==> config.mk <==
export PLATFORM = sky130hd
export DESIGN_NAME = snake_uart_link
export DESIGN_NICKNAME = d
export VERILOG_FILES = /design/src/rtl/snake_uart_pkg.sv /design/src/rtl/snake_uart_fifo.sv /design/src/rtl/snake_uart_link.sv
export SDC_FILE = /design/constraint.sdc
export NUM_CORES = 1
export LEC_CHECK = 0
export CORE_MARGIN = 2
export CORE_UTILIZATION = 50
export DETAILED_ROUTE_END_ITERATION = 16
export PLACE_DENSITY = 0.78
export SYNTH_ARGS = -nofsm -noshare
export SYNTH_HDL_FRONTEND = slang
export SYNTH_SLANG_ARGS = --single-unit
==> constraint.sdc <==
create_clock -name clk -period 8 [get_ports clk]
set_clock_uncertainty 0.2 [all_clocks]
set_input_delay 0.8 -clock clk [delete_from_list [all_inputs] [get_ports clk]]
set_output_delay 0.8 -clock clk [all_outputs]
set_load 0.02 [all_outputs]
==> src/rtl/snake_uart_pkg.sv <==
// rtl/snake_uart_pkg.sv - shared types, tick constants and baud divider helper for the UART link
package snake_uart_pkg;

    typedef enum logic [1:0] {
        PAR_NONE = 2'd0,
        PAR_EVEN = 2'd1,
        PAR_ODD  = 2'd2
    } parity_e;

    typedef enum logic [2:0] {
        ST_IDLE,
        ST_START,
        ST_DATA,
        ST_PARITY,
        ST_STOP
    } uart_state_e;

    // Tick index of the last tick in a 16-tick bit, and of the mid-start-bit sample
    localparam logic [3:0] LAST_TICK  = 4'd15;
    localparam logic [3:0] START_TICK = 4'd7;

    // Clocks per 16x oversampling tick, rounded to nearest, never below one
    function automatic int calc_div(input int clk_hz, input int baud);
        int d;
        d = (clk_hz + 8 * baud) / (16 * baud);
        return (d < 1) ? 1 : d;
    endfunction

endpackage

==> src/rtl/snake_uart_fifo.sv <==
// rtl/snake_uart_fifo.sv - first-word-fall-through FIFO with full/empty flags
module snake_uart_fifo #(
    parameter int WIDTH = 8,
    parameter int DEPTH = 16
) (
    input  logic             clk,
    input  logic             rst_n,
    input  logic             push_i,
    input  logic [WIDTH-1:0] push_data_i,
    input  logic             pop_i,
    output logic [WIDTH-1:0] pop_data_o,
    output logic             full_o,
    output logic             empty_o
);
    localparam int AW = $clog2(DEPTH);

    logic [WIDTH-1:0] mem_q [DEPTH];
    logic [AW:0]      wr_ptr_q;
    logic [AW:0]      rd_ptr_q;
    logic             do_pop;
    logic             do_push;

    assign empty_o = (wr_ptr_q == rd_ptr_q);
    assign full_o  = (wr_ptr_q[AW] != rd_ptr_q[AW]) && (wr_ptr_q[AW-1:0] == rd_ptr_q[AW-1:0]);
    assign do_pop  = pop_i && !empty_o;
    // A pop in the same cycle frees the slot, so a full FIFO still takes the push
    assign do_push = push_i && (!full_o || do_pop);
    // Head is forced to zero while empty so the output is defined straight out of reset
    assign pop_data_o = empty_o ? '0 : mem_q[rd_ptr_q[AW-1:0]];

    // Pointer update; the extra MSB distinguishes full from empty
    always_ff @(posedge clk or negedge rst_n) begin
        if (!rst_n) begin
            wr_ptr_q <= '0;
            rd_ptr_q <= '0;
        end else begin
            if (do_push) wr_ptr_q <= wr_ptr_q + 1'b1;
            if (do_pop)  rd_ptr_q <= rd_ptr_q + 1'b1;
        end
    end

    // Storage write; contents are don't-care until pointed at by a valid entry
    always_ff @(posedge clk) begin
        if (do_push) mem_q[wr_ptr_q[AW-1:0]] <= push_data_i;
    end

endmodule

==> src/rtl/snake_uart_link.sv <==
// rtl/snake_uart_link.sv - full-duplex buffered UART link for the board-to-board player channel
module snake_uart_link
    import snake_uart_pkg::*;
#(
    parameter int CLK_HZ     = 75_000_000,
    parameter int BAUD       = 115_200,
    parameter int DATA_BITS  = 8,
    parameter int PARITY     = 0,
    parameter int STOP_BITS  = 1,
    parameter int FIFO_DEPTH = 16
) (
    input  logic                 clk,
    input  logic                 rst_n,
    input  logic                 rx,
    output logic                 tx,
    input  logic [DATA_BITS-1:0] tx_data,
    input  logic                 tx_valid,
    output logic                 tx_ready,
    output logic [DATA_BITS-1:0] rx_data,
    output logic                 rx_valid,
    input  logic                 rx_ready,
    output logic                 rx_frame_err,
    output logic                 rx_parity_err,
    output logic                 rx_overflow,
    input  logic                 err_clr
);
    localparam int         DIV       = calc_div(CLK_HZ, BAUD);
    localparam int         DW        = (DIV > 1) ? $clog2(DIV) : 1;
    localparam logic       PAR_EN    = (PARITY != int'(PAR_NONE));
    localparam logic       PAR_INV   = (PARITY == int'(PAR_ODD));
    localparam logic [3:0] LAST_BIT  = 4'(DATA_BITS - 1);
    localparam logic       LAST_STOP = 1'(STOP_BITS - 1);

    logic [DW-1:0]        div_cnt_q;
    logic                 tick;
    logic                 tx_full, tx_empty, tx_load, tx_bit_end;
    logic [DATA_BITS-1:0] tx_head, tx_shift_q;
    uart_state_e          tx_state_q;
    logic [3:0]           tx_tcnt_q, tx_bit_q;
    logic                 tx_stop_q, tx_par_q, tx_q;
    logic                 rx_meta_q, rx_sync_q, rx_prev_q;
    uart_state_e          rx_state_q;
    logic [3:0]           rx_tcnt_q, rx_bit_q;
    logic [DATA_BITS-1:0] rx_shift_q;
    logic                 rx_par_q, rx_done_q, rx_stop_ok_q, rx_par_bad_q, rx_push_q;
    logic                 rx_sample, rx_full, rx_empty;
    logic                 frame_err_q, parity_err_q, overflow_q;

    assign tick          = (div_cnt_q == DW'(DIV - 1));
    assign tx            = tx_q;
    assign tx_ready      = !tx_full;
    assign rx_valid      = !rx_empty;
    assign rx_frame_err  = frame_err_q;
    assign rx_parity_err = parity_err_q;
    assign rx_overflow   = overflow_q;

    // Shared 16x oversampling tick
    always_ff @(posedge clk or negedge rst_n) begin
        if (!rst_n) div_cnt_q <= '0;
        else        div_cnt_q <= tick ? '0 : div_cnt_q + DW'(1);
    end

    snake_uart_fifo #(.WIDTH(DATA_BITS), .DEPTH(FIFO_DEPTH)) u_tx_fifo (
        .clk(clk), .rst_n(rst_n),
        .push_i(tx_valid), .push_data_i(tx_data), .pop_i(tx_load),
        .pop_data_o(tx_head), .full_o(tx_full), .empty_o(tx_empty)
    );

    // A word is loaded from IDLE at once, or at the end of the last stop bit for back-to-back frames
    assign tx_bit_end = tick && (tx_tcnt_q == LAST_TICK);
    assign tx_load    = !tx_empty && ((tx_state_q == ST_IDLE) ||
                        (tx_state_q == ST_STOP && tx_bit_end && tx_stop_q == LAST_STOP));

    // TX FSM; tx follows the state one clock later so every bit is a whole number of ticks
    always_ff @(posedge clk or negedge rst_n) begin
        if (!rst_n) begin
            tx_state_q <= ST_IDLE;
            tx_tcnt_q  <= '0;
            tx_bit_q   <= '0;
            tx_stop_q  <= 1'b0;
            tx_shift_q <= '0;
            tx_par_q   <= 1'b0;
            tx_q       <= 1'b1;
        end else begin
            tx_tcnt_q <= tx_load ? 4'd0 : (tick ? tx_tcnt_q + 4'd1 : tx_tcnt_q);
            case (tx_state_q)
                ST_IDLE: tx_q <= 1'b1;
                ST_START: begin
                    tx_q <= 1'b0;
                    if (tx_bit_end) begin
                        tx_state_q <= ST_DATA;
                        tx_bit_q   <= '0;
                    end
                end
                ST_DATA: begin
                    tx_q <= tx_shift_q[0];
                    if (tx_bit_end) begin
                        tx_shift_q <= tx_shift_q >> 1;
                        tx_bit_q   <= tx_bit_q + 4'd1;
                        tx_stop_q  <= 1'b0;
                        if (tx_bit_q == LAST_BIT) tx_state_q <= PAR_EN ? ST_PARITY : ST_STOP;
                    end
                end
                ST_PARITY: begin
                    tx_q <= tx_par_q;
                    if (tx_bit_end) tx_state_q <= ST_STOP;
                end
                ST_STOP: begin
                    tx_q <= 1'b1;
                    if (tx_bit_end) begin
                        if (tx_stop_q == LAST_STOP) tx_state_q <= ST_IDLE;
                        else                        tx_stop_q  <= 1'b1;
                    end
                end
                default: tx_state_q <= ST_IDLE;
            endcase
            if (tx_load) begin
                tx_state_q <= ST_START;
                tx_shift_q <= tx_head;
                tx_par_q   <= (^tx_head) ^ PAR_INV;
            end
        end
    end

    // Two-stage synchroniser plus edge-detect history, idle-high
    always_ff @(posedge clk or negedge rst_n) begin
        if (!rst_n) begin
            rx_meta_q <= 1'b1;
            rx_sync_q <= 1'b1;
            rx_prev_q <= 1'b1;
        end else begin
            rx_meta_q <= rx;
            rx_sync_q <= rx_meta_q;
            rx_prev_q <= rx_sync_q;
        end
    end

    // First sample lands mid start bit, later ones a full bit apart
    assign rx_sample = tick && (rx_tcnt_q == ((rx_state_q == ST_START) ? START_TICK : LAST_TICK));

    // RX FSM; the parity accumulator ends at zero for a correct frame in either parity sense
    always_ff @(posedge clk or negedge rst_n) begin
        if (!rst_n) begin
            rx_state_q   <= ST_IDLE;
            rx_tcnt_q    <= '0;
            rx_bit_q     <= '0;
            rx_shift_q   <= '0;
            rx_par_q     <= 1'b0;
            rx_done_q    <= 1'b0;
            rx_stop_ok_q <= 1'b0;
            rx_par_bad_q <= 1'b0;
            rx_push_q    <= 1'b0;
        end else begin
            rx_done_q <= 1'b0;
            rx_push_q <= rx_done_q && rx_stop_ok_q && !rx_par_bad_q;
            if (rx_state_q == ST_IDLE) rx_tcnt_q <= '0;
            else if (tick)             rx_tcnt_q <= rx_sample ? 4'd0 : rx_tcnt_q + 4'd1;
            case (rx_state_q)
                ST_IDLE: if (rx_prev_q && !rx_sync_q) rx_state_q <= ST_START;
                ST_START: if (rx_sample) begin
                    rx_state_q <= rx_sync_q ? ST_IDLE : ST_DATA;
                    rx_bit_q   <= '0;
                    rx_par_q   <= PAR_INV;
                end
                ST_DATA: if (rx_sample) begin
                    rx_shift_q <= {rx_sync_q, rx_shift_q[DATA_BITS-1:1]};
                    rx_par_q   <= rx_par_q ^ rx_sync_q;
                    rx_bit_q   <= rx_bit_q + 4'd1;
                    if (rx_bit_q == LAST_BIT) rx_state_q <= PAR_EN ? ST_PARITY : ST_STOP;
                end
                ST_PARITY: if (rx_sample) begin
                    rx_par_q   <= rx_par_q ^ rx_sync_q;
                    rx_state_q <= ST_STOP;
                end
                ST_STOP: if (rx_sample) begin
                    rx_done_q    <= 1'b1;
                    rx_stop_ok_q <= rx_sync_q;
                    rx_par_bad_q <= rx_par_q && PAR_EN;
                    rx_state_q   <= ST_IDLE;
                end
                default: rx_state_q <= ST_IDLE;
            endcase
        end
    end

    // Shift register is stable until the next frame's data bits, so it feeds the FIFO directly
    snake_uart_fifo #(.WIDTH(DATA_BITS), .DEPTH(FIFO_DEPTH)) u_rx_fifo (
        .clk(clk), .rst_n(rst_n),
        .push_i(rx_push_q), .push_data_i(rx_shift_q), .pop_i(rx_ready),
        .pop_data_o(rx_data), .full_o(rx_full), .empty_o(rx_empty)
    );

    // Sticky error flags; a clear wins over a same-cycle set
    always_ff @(posedge clk or negedge rst_n) begin
        if (!rst_n) begin
            frame_err_q  <= 1'b0;
            parity_err_q <= 1'b0;
            overflow_q   <= 1'b0;
        end else if (err_clr) begin
            frame_err_q  <= 1'b0;
            parity_err_q <= 1'b0;
            overflow_q   <= 1'b0;
        end else begin
            if (rx_done_q && !rx_stop_ok_q)           frame_err_q  <= 1'b1;
            if (rx_done_q && rx_par_bad_q)            parity_err_q <= 1'b1;
            if (rx_push_q && rx_full && !rx_ready)    overflow_q   <= 1'b1;
        end
    end

endmodule

-- After elaboration in Yosys (flattened, before gate mapping)
Memory sizes are Yosys's and may differ from the RTL's.
Index checks and enable logic that the tools add are counted.
- ROM bits: 0
- bits in writable memories: 256
- output and inout bits: 14
- bits in latches: 0
- bits in registers: 76
- input bits: 14
- memories: 2
- word-level logic and storage cells: 170
- $mul: 0
- muxes and demuxes: 50
- equality and inequality tests: 35
- reduce and logical (&&, ||, !) cells: 48
- add/sub/neg operators: 9
- bitwise logic cells: 1
- shift-type cells: 0
- order comparisons: 0
- div/mod/pow operators: 0
- memories (memory ; words ; bits a word ; read ports ; clocked after Yosys merged registers in ; write ports ; RTL line ; RTL):
    u_rx_fifo.mem_q ; 16 ; 8 ; 1 ; 0 ; 1 ; snake_uart_fifo.sv:17 ; logic [WIDTH-1:0] mem_q [DEPTH];
    u_tx_fifo.mem_q ; 16 ; 8 ; 1 ; 0 ; 1 ; snake_uart_fifo.sv:17 ;
- operator list (kind ; count):
    $mux W4 ; 10
    $mux W8 ; 5
    $mux W3 ; 13
    $pmux W3 S5 ; 2
    $add A5 B1 Y5 const B ; 4
    $ne A2 B2 Y1 const B ; 9
    $ne A3 B3 Y1 const B ; 6
    $reduce_bool A2 Y1 ; 9
    $add A4 B1 Y4 const B ; 4
    $logic_and A1 B1 Y1 ; 16
    $pmux W4 S2 ; 2
    $mux W1 ; 14
    $eq A3 B2 Y1 const B ; 4
    $eq A4 B4 Y1 ; 3
    $eq A5 B5 Y1 ; 2
    $reduce_and A3 Y1 ; 3
    $eq A4 B3 Y1 const B ; 2
    $reduce_xor A8 Y1 ; 1
    $logic_not A1 Y1 ; 7
    $reduce_and A7 Y1 ; 1
    $add A6 B1 Y6 const B ; 1
    $eq A3 B1 Y1 const B ; 2
    $eq A3 B3 Y1 const B ; 2
    $eq A6 B6 Y1 const B ; 1
    other kinds (14) ; 20

-- Longest topological paths before layout
Gate-level depths: netlist (run 1).
- depth in word-level cells: 11
- mapped depth: 11

-- Cells and area by module
From an unflattened synthesis (run 1), not the netlist that was laid out.
- cell total of the unflattened synthesis: 786
- area total of the unflattened synthesis: 13899.6 sq um
- by module, submodules not included (module ; instances ; area an instance (sq um) ; cells an instance ; sequential area each (sq um)):
    snake_uart_fifo (u_tx_fifo) ; 1 ; 5610.4 ; 270 ; 4093.9
    snake_uart_fifo (u_rx_fifo) ; 1 ; 5552.8 ; 271 ; 4093.9
    snake_uart_link ; 1 ; 2736.4 ; 245 ; 1356.3

-- Least setup slack after synthesis (run 1)
No wires, ideal clock.
- path type: register -> output
- from: reg u_rx_fifo.rd_ptr_q[0]
- to: out rx_data[0]
- data arrival time: 2.185 ns
- data required time: 7.000 ns
- setup slack: 4.815 ns
- cell stages (with the launch flop): 6
- path through: dfrtp_1 clkbuf_1 buf_2 mux4_2 mux4_2 nor2b_1
- cells in the longest elaborated chain, start to end: 2
- RTL lines (item ; RTL line ; RTL):
    start: declaration ; snake_uart_fifo.sv:19 ; logic [AW:0] rd_ptr_q;
    start signal: assignment ; snake_uart_fifo.sv:38 ; if (do_pop) rd_ptr_q <= rd_ptr_q + 1'b1;
    $mem_v2 Z16 W8 or $eq A5 B5 Y1 (tied branches) ; - ;
    $mux W8 (*) ; snake_uart_fifo.sv:29 ; assign pop_data_o = empty_o ? '0 : mem_q[rd_ptr_q[AW-1:0]];
    end: declaration ; snake_uart_link.sv:19 ; output logic [DATA_BITS-1:0] rx_data,
Every way passes the cells marked *; elsewhere a longest branch is shown, timed or not.

-- Worst setup path after layout (run 1)
- from: reg u_rx_fifo.rd_ptr_q[0]
- to: out rx_valid
- cells in the longest elaborated chain, start to end: 2
- RTL lines (item ; RTL line ; RTL):
    $eq A5 B5 Y1 ; snake_uart_fifo.sv:23 ; assign empty_o = (wr_ptr_q == rd_ptr_q);
    $logic_not A1 Y1 ; snake_uart_link.sv:52 ; assign rx_valid = !rx_empty;
    end: declaration ; snake_uart_link.sv:20 ; output logic rx_valid,
Every way passes these cells.

==> results of run 1 <==
==> Yosys cell counts, types with 3 or more instances <==
cell type    n  share of area
mux4_2      61           0.10
nor3b_1      8         0.0044
nand2b_1     3         0.0014
dfrtp_1     70           0.13
a21oi_1     19         0.0069
nand4_1     11         0.0050
edfxtp_1   256           0.56
ha_1        16          0.015
xnor2_1     25          0.016
inv_1       14         0.0038
buf_2        9         0.0033
clkbuf_1    23         0.0063
and2_1      16         0.0073
mux2_2      14          0.012
o21ai_0     16         0.0058
nor2_1      44          0.012
nor3_1       6         0.0022
dfstp_2      4         0.0077
mux4_1      11          0.021
xor2_1      19          0.012
mux2i_1     25          0.018
buf_6        3         0.0025
nor4_1       3         0.0014
and3_1       4         0.0018
nor2b_1     14         0.0064
nand3_1      9         0.0033
or3_1        3         0.0014
nand2_1     43          0.012
==> where the power goes <==
group          total (mW)  internal, mW  switching (mW)
logic                1.04         0.500           0.540
registers            2.08          1.97           0.111
clock network        1.47         0.843           0.625
total                4.59          3.32            1.28
==> registers in the layout, summed over array words and instances, names as in the netlist, 3 cells and up <==
name and cells:
tx_state_q 3, u_rx_fifo.wr_ptr_q 5, u_rx_fifo.mem_q 128, div_cnt_q 6, u_tx_fifo.mem_q 128, u_rx_fifo.rd_ptr_q 5, tx_bit_q 4, u_tx_fifo.rd_ptr_q 5
rx_state_q 3, tx_shift_q 8, tx_tcnt_q 4, rx_tcnt_q 4, rx_shift_q 8, u_tx_fifo.wr_ptr_q 5, rx_bit_q 4
==> metal layers <==
layer	up-vias	track usage	part of all wire
met5	-	0	0
met4	0	0.05091	0.019
met3	39	0.03195	0.054
met2	191	0.2877	0.49
met1	3521	0.2537	0.43
li1	3062	-	-
==> worst max path at each step <==
| stage | end |
|---|---|
| finish | rx_valid |
| global route | rx_valid |
| global placement | rx_data[6] |
| CTS | rx_data[4] |
| detailed placement | u_tx_fifo.mem_q[0][5] |
| floorplan | rx_data[0] |
==> through the flow <==
step                        util  setup WS, ns  instance area, µm²  instances
after global routing      0.5672         3.400               15290       1178
after floorplan                -         4.815               13700        781
after global placement    0.5283         4.237               14240       1115
final                     0.5672         3.618               15290       1178
after CTS                 0.5670         3.641               15280       1178
after detailed placement  0.5283         4.164               14240       1115
==> final cells by class <==
| cell class | count | area [µm²] |
|---|---|---|
| multi-input combinational | 397 | 3908 |
| clock buffer | 49 | 959.7 |
| timing repair buffer | 33 | 310.3 |
| fill | 1997 | 11660 |
| inverter | 14 | 52.55 |
| tap | 341 | 426.7 |
| clock inverter | 14 | 83.83 |
| sequential | 330 | 9547 |
==> cell families after synthesis <==
group	count (synthesis)	synth area share
compound gates	50	0.02091
xor+xnor	46	0.03095
fa+ha+maj	16	0.01461
buf+inv	54	0.02018
flops	330	0.6965
mux	113	0.1532
other cells	1	0.0002737
simple gates	171	0.06337
==> critical path, delay by kind of cell, from the launching register on <==
family / cells / cell delay [ns]
xor gates and xnor gates: 1 / 0.19
buffers and inverters: 3 / 1.34
DFF: 1 / 0.34
and+or+nand+nor: 2 / 0.99
==> cell usage in the layout (no fill, tap or decap), types with 2 or more instances in the layout <==
cell type	synthesis	routed
edfxtp_1	256	256
dfrtp_1	70	68
mux4_2	61	61
nor2_1	44	44
nand2_1	43	43
clkbuf_16	0	36
xnor2_1	25	25
mux2i_1	25	25
clkdlybuf4s50_1	0	25
xor2_1	19	19
a21oi_1	19	19
and2_1	16	16
o21ai_0	16	16
ha_1	16	16
inv_1	14	14
nor2b_1	14	14
mux2_2	14	14
clkbuf_1	23	12
nand4_1	11	11
mux4_1	11	11
nand3_1	9	9
buf_4	2	8
clkinv_1	0	6
nor3_1	6	5
clkinv_2	0	5
and3_1	4	4
nor3b_2	0	4
nor3b_1	8	4
dfstp_2	4	4
nand2b_1	3	3
nor4_1	3	3
or3_1	3	3
nor4b_1	2	2
o21a_1	2	2
a31oi_1	2	2
o21ai_1	2	2
dfrtp_2	0	2
==> impl_metrics.tcl, run 1 <==
set metrics [dict create \
    status "completed" \
    vias_per_cell 5.784 \
    worstMarginPinSlew_ns 1.222 \
    grt.total_usage 0.1786 \
    crit_path_end_kind "output pin" \
    setup_viol 0 \
    critPathRequiredTime_ns 7.00 \
    dominantRegCellSynth "edfxtp_1" \
    cp-startpoint "u_rx_fifo.rd_ptr_q[0]" \
    hold_path.startpoint "rx_meta_q" \
    drc 0 \
    crit_path_top_delay_cell "nor2_1" \
    ff2ff_path_depth 9 \
    clk_pin_slew_worst_paths_ns 0.06 \
    worstSetupPathType "flip-flop to output pin" \
    final_nets 841 \
    dr.pass1.iters 4 \
    syn_nets 811 \
    seq_area_frac_synth 0.6965 \
    slew_violations 0 \
    drv_cap 0 \
    hpwl_um 14420 \
    ys_types 54 \
    finalPower_mw 4.591 \
    num_io_pins 28 \
    wl_um 24840 \
    p_leak_nw 5.718 \
    die_area_um2 28750 \
    drt_iter0_drc 845 \
    worstHoldPathCells 0 \
    syn_area_um2 13700 \
    ff2ff_setup_slack_ns 4.30 \
    grt_start_max_net_pins 75 \
    crit_arrival_ns 3.38 \
    r2r-end "u_tx_fifo.mem_q[3][6]" \
    yosysWarnings 0 \
    syn_area_per_cell_um2 17.55 \
    postSynth.asyncResetShare 0.2242 \
    synth-seq-cells 330 \
    timing.fmax_mhz 228.2 \
    rows 60 \
    holdWs_ns 0.1552 \
    antenna_found_initial 0 \
    root_buffer "clkbuf_16" \
    ir_worst_vdd_mv 0.2297 \
    portBuffers 26 \
    r2r-start "div_cnt_q[0]" \
    startpoint_type "flip-flop" \
    post_cts_buffers 0 \
    finalSetupTns_ns 0 \
    cts_repair_resize_count 0 \
    cts_tree "yes" \
    start_util 0.5084 \
    die-height_um 169.6 \
    die_x_um 169.6 \
    h-tree-depth 2 \
    n_antenna_cell 0 \
    final_hold_viol_count 0 \
    synth_edf_count 256 \
    min_period_ns 4.382 \
    ctsHoldBuffers 0 \
    grt_setup_unrepaired "no" \
    vias 6813 \
    path_cells "buf_4 -> xnor2_1 -> nand4_1 -> nor2_1 -> inv_1 -> clkdlybuf4s50_1" \
    clk_latency_ns 0.51 \
    gp_congestion 0.7743 \
    path_max_fanout 36 \
    powerDensity_nw_per_um2 300.3 \
    hold_end "rx_sync_q" \
    grt_pass1_vias 6759 \
    grt_pass1_wl_um 38830 \
    avgRoutedWirePerCell_um 21.08 \
    slew_headroom 0.1782 \
    holdCritPathClass "flip-flop to flip-flop" \
    syn_inst 781 \
    area_growth_syn_to_layout_pct 11.56 \
    timing.final.crit_share 0.5478 \
    layout-drive-gt1-share 0.1744 \
    slowest_delay_ns 0.83 \
    numCtsBuffers 35 \
    ant_nets 0 \
    core_um2 26950 \
    grt.overflow.total 0 \
    cts.sinks 330 \
    cts_buffer_depth 3 \
]
Note: power is estimated with default switching activity, not from simulation.
==> inputs of run 2 (changes only) <==
- PLACE_DENSITY: 0.78 -> 0.81
- clock period: 8 -> 3.6 ns (I/O delays scaled with it)
==> run 2 against run 1 <==
  * Utilization is 1.4 points higher
  * Sequential power is 120% higher
  * Setup slack worse by 3.5 ns
  * Clock-buffer cell count is 7 lower
  * Clock power is 150% higher
  * Critical path depth is 1 lower
  * Final area is 2.5% higher
  * Via count is 1.7% higher
  * Register-to-register slack worse by 3.8 ns
  * Worst hold slack worse by 0.088 ns
  * Largest power group unchanged
  * First-iteration DRC count is 25% lower
  * Routed wire length is 4.1% higher
==> impl_metrics.tcl, run 2 (same netlist as run 1, synthesis figures left out) <==
set metrics [dict create \
    die_x_um 169.6 \
    holdCritPathClass "input pin to flip-flop" \
    grt_pass1_vias 7025 \
    layout-drive-gt1-share 0.2033 \
    portBuffers 26 \
    clk_latency_ns 0.53 \
    mostFrequentLayoutCells "edfxtp_1 (256), dfrtp_1 (68), mux4_2 (61)" \
    comb_power_share 0.240 \
    ant_nets 0 \
    path_max_fanout 18 \
    h-tree-depth 2 \
    grt_pass1_wl_um 40300 \
    vias_per_cell 5.767 \
    worstSetupPathType "flip-flop to output pin" \
    timing.fmax_mhz 289.1 \
    root_buffer "clkbuf_16" \
    slew_headroom 0.3685 \
    start_util 0.5084 \
    post_cts_buffers 0 \
    timing.final.crit_share 0.9609 \
    final_nets 867 \
    grt_start_max_net_pins 75 \
    vias 6932 \
    power_frac_seq 0.424 \
    dr.pass1.iters 5 \
    p_sw_mw 2.971 \
    clkPwrFrac 0.336 \
    clk_pin_slew_worst_paths_ns 0.06 \
    crit_arrival_ns 2.90 \
    wl_um 25860 \
    slew_violations 0 \
    startpoint_type "flip-flop" \
    die_area_um2 28750 \
    area_growth_syn_to_layout_pct 14.31 \
    core_um2 26950 \
    numCtsBuffers 34 \
    die-height_um 169.6 \
    drt_iter0_drc 632 \
    gp_congestion 0.7667 \
    powerDensity_nw_per_um2 690.0 \
    drv_cap 0 \
    p_leak_nw 5.943 \
    critPathRequiredTime_ns 3.04 \
    dpl_cell_area_um2 14460 \
    setup_viol 0 \
    fin_area_um2 15660 \
    ir_worst_vdd_mv 0.3763 \
    p_sw_frac 0.2749 \
    final_hold_viol_count 0 \
    final_common_cell "edfxtp_1" \
    num_io_pins 28 \
    hpwl_um 15560 \
    grt.total_usage 0.1840 \
    intPower_mw 7.836 \
    cts.sinks 330 \
    cts_buffer_depth 3 \
    avgRoutedWirePerCell_um 21.51 \
    drc 0 \
    min_period_ns 3.459 \
    cts_tree "yes" \
    rows 60 \
    grt_setup_unrepaired "no" \
    status "completed" \
    crit_path_end_kind "output pin" \
    worstMarginPinSlew_ns 0.9473 \
    finalSetupTns_ns 0 \
    grt.overflow.total 0 \
    n_antenna_cell 0 \
    antenna_found_initial 0 \
]
## run 2: cell types whose count changed in the layout (fill, tap and decap cells not counted), moves of 3 or more
cell and change:
buf_12 +4, buf_4 +21, bufinv_16 +5, clkbuf_1 -8
clkinv_1 -3, nor3b_1 +4, nor3b_2 -4
## run 2: through the flow
step	worst slack (ns)	instances	hold WS (ns)	power [mW]	util
detailed placement	0.4880	1140	0.1783	7.179	0.5364
global route	0.07134	1202	0.05473	11.21	0.5812
finish	0.1408	1202	0.06708	10.81	0.5812
floorplan	0.6615	781	-0.1356	6.545	-
CTS	0.06076	1201	0.05308	10.83	0.5803
global placement	0.5649	1140	0.1756	7.108	0.5364
## run 2: final timing paths
kind	endpoint	startpoint	slack, ns	depth (start not counted)
max reg2reg	u_tx_fifo.mem_q[5][6]	div_cnt_q[0]	0.48	9
max in group asynchronous	u_tx_fifo.rd_ptr_q[1]	rst_n	2.19	2
min	rx_meta_q	rx	0.07	1
min in group asynchronous	div_cnt_q[4]	rst_n	0.34	2
min reg2reg	rx_sync_q	rx_meta_q	0.18	0
max	rx_data[4]	u_rx_fifo.rd_ptr_q[0]	0.14	5
## run 2: critical path: stages, from the launching register on
cell             delay (ns)
dfrtp_2                0.42
buf_12                 0.21
mux4_2                 0.54
mux4_2                 0.47
nor2b_1                0.15
clkdlybuf4s50_1        0.57
## run 2: layer usage
| metal | wire, µm | GRT usage | up-vias | share of wire |
|---|---|---|---|---|
| met1 | 11200 | 0.2564 | 3572 | 0.43 |
| met3 | 1478 | 0.03172 | 40 | 0.057 |
| li1 | - | - | 3117 | - |
| met2 | 12660 | 0.3028 | 203 | 0.49 |
| met5 | 0 | 0 | - | 0 |
| met4 | 520 | 0.05240 | 0 | 0.020 |
## run 2: power groups by stage
stage          logic, mW  clock network (mW)  registers, mW
2_1_floorplan       1.99                   0           4.55
3_3_place_gp        2.48                   0           4.63
3_5_place_dp        2.53                   0           4.65
4_1_cts             2.57                3.68           4.58
5_1_grt             2.78                3.82           4.61
6_report            2.59                3.63           4.58
## run 2: timing repair
| item | 4_1_cts | 5_1_grt |
|---|---|---|
| hold endpoints to repair | 70 | 0 |
| resized for setup | 0 | 0 |
| hold buffers | 1 | 0 |
| endpoints found under the setup margin | 0 | 1 |
## run 2: final cells by class
type / count / area (µm²)
multi-input combinational: 397 / 3882
timing repair buffer: 60 / 583.1
clock buffer: 42 / 932.1
clock inverter: 18 / 240.2
fill: 1887 / 11290
tap: 341 / 426.7
inverter: 14 / 52.55
sequential: 330 / 9547
==> inputs of run 3 (changes only) <==
- PLACE_DENSITY: 0.81 -> 0.78
- clock period: 3.6 -> 4.3 ns (I/O delays scaled with it)
==> run 3 against run 2 <==
  * Die area unchanged
  * Utilization is 0.55 points lower
  * Critical endpoint is now rx_data[5]
  * Critical path depth is the same
  * Flip-flop and latch count unchanged
  * Clock-buffer cell count rose by 6
  * Power decreased by 18%
  * Clock power fell by 17%
  * Worst hold slack better by 0.073 ns
  * Critical path type unchanged
  * Cell count shrank 0.75%
  * Highest routed layer unchanged
  * Non-clock buffer count fell by 13
==> impl_metrics.tcl, run 3 (same netlist as run 1, synthesis figures left out) <==
set metrics [dict create \
    cts_buffer_depth 3 \
    post-route-util 0.5757 \
    grt_start_max_net_pins 75 \
    holdWs_ns 0.1406 \
    met1_length_um 11310 \
    numCtsBuffers 35 \
    core_um2 26950 \
    slew_violations 0 \
    holdCritPathClass "flip-flop to flip-flop" \
    drt_iter0_drc 711 \
    vias 6811 \
    vias_per_cell 5.709 \
    final_hold_viol_count 0 \
    grt.overflow.total 0 \
    final_common_cell "edfxtp_1" \
    die-height_um 169.6 \
    portBuffers 26 \
    clk_pin_slew_worst_paths_ns 0.06 \
    finalSetupTns_ns 0 \
    drc 0 \
    cts.sinks 330 \
    die_area_um2 28750 \
    powerDensity_nw_per_um2 573.8 \
    ant_nets 0 \
    critPathRequiredTime_ns 3.67 \
    setup_viol 0 \
    startpoint_type "flip-flop" \
    clk_latency_ns 0.52 \
    ir_worst_vdd_mv 0.3366 \
    start_util 0.5084 \
    wl_um 25380 \
    dr_wl_met3_um 1360 \
    grt_pass1_wl_um 39530 \
    slew_headroom 0.3023 \
    routed.top_layer "met4" \
    path_max_fanout 14 \
    n_antenna_cell 0 \
    dr.pass1.iters 5 \
    ff2ff_setup_slack_ns 0.81 \
    cts_repair_resize_count 0 \
    register_area_um2 9547 \
    layout-drive-gt1-share 0.1948 \
    ff2ff_path_depth 9 \
    r2r-end "u_tx_fifo.mem_q[11][1]" \
    grt.total_usage 0.1827 \
    cts_tree "yes" \
    multi_input_area_um2 3882 \
    mostFrequentLayoutCells "edfxtp_1 (256), dfrtp_1 (68), mux4_2 (61)" \
    avgRoutedWirePerCell_um 21.27 \
    worstSetupPathType "flip-flop to output pin" \
    grt_setup_unrepaired "no" \
    timing.fmax_mhz 262.3 \
    antenna_found_initial 0 \
    status "completed" \
    gp_congestion 0.7616 \
    drv_cap 0 \
    crit_path_end_kind "output pin" \
    hold_path.startpoint "rx_meta_q" \
    crit_arrival_ns 3.18 \
    h-tree-depth 2 \
    met2_length_um 12290 \
    p_leak_nw 5.852 \
    hpwl_um 15390 \
    worstHoldPathCells 0 \
    timing.final.crit_share 0.8866 \
    rows 60 \
    worstMarginPinSlew_ns 1.038 \
    cp-startpoint "u_rx_fifo.rd_ptr_q[0]" \
    r2r-start "div_cnt_q[0]" \
    grt_pass1_vias 6830 \
    min_period_ns 3.812 \
    fillers 1952 \
    area_growth_syn_to_layout_pct 13.23 \
    root_buffer "clkbuf_16" \
    final_nets 855 \
    hold_end "rx_sync_q" \
    die_x_um 169.6 \
    num_io_pins 28 \
]
-- run 3: power by group --
part | switching [mW] | internal [mW] | leakage, nW
sequential | 0.199 | 3.67 | 3.59
combinational | 1.04 | 0.961 | 1.69
clock | 1.20 | 1.83 | 0.577
-- run 3: per-layer routing --
layer,up-vias,GRT usage
li1,3086,-
met1,3498,0.2649
met2,192,0.2909
met3,35,0.03265
met4,0,0.04719
met5,-,0
-- run 3: what timing repair did --
action                                 CTS  global route
buffers inserted                         0             0
hold buffers                             1             0
endpoints found under the hold margin   70             0
-- run 3: area by class of cell --
type | instances | share of cell area
Tap cell | 341 | 0.02750
Inverter | 14 | 0.003387
Multi-Input combinational cell | 397 | 0.2502
Clock buffer | 48 | 0.06483
Sequential cell | 330 | 0.6153
Timing Repair Buffer | 47 | 0.02693
Clock inverter | 16 | 0.01185
-- run 3: how the worst max path moves through the flow --
stage                              to  slack (ns)  cells past startpoint
5_1_grt                    rx_data[5]        0.32                      5
4_1_cts                    rx_data[5]        0.42                      5
2_1_floorplan   u_tx_fifo.mem_q[3][0]        1.36                     10
3_5_place_dp   u_tx_fifo.mem_q[11][6]        0.92                      9
3_3_place_gp               rx_data[5]        1.02                      5
6_report                   rx_data[5]        0.49                      5
-- run 3: through the flow --
step	instances	area, µm²	worst slack, ns	power, mW
global route	1193	15520	0.3178	9.281
floorplan	781	13700	1.362	5.479
CTS	1193	15520	0.4158	8.984
global placement	1128	14320	1.017	5.892
finish	1193	15520	0.4878	8.904
detailed placement	1128	14320	0.9181	5.943
-- run 3: worst max-delay path, stage by stage (launching register included) --
cell             delay [ns]
dfrtp_2                0.59
buf_4                  0.37
mux4_2                 0.55
mux4_2                 0.48
nor2b_1                0.14
clkdlybuf4s50_1        0.55
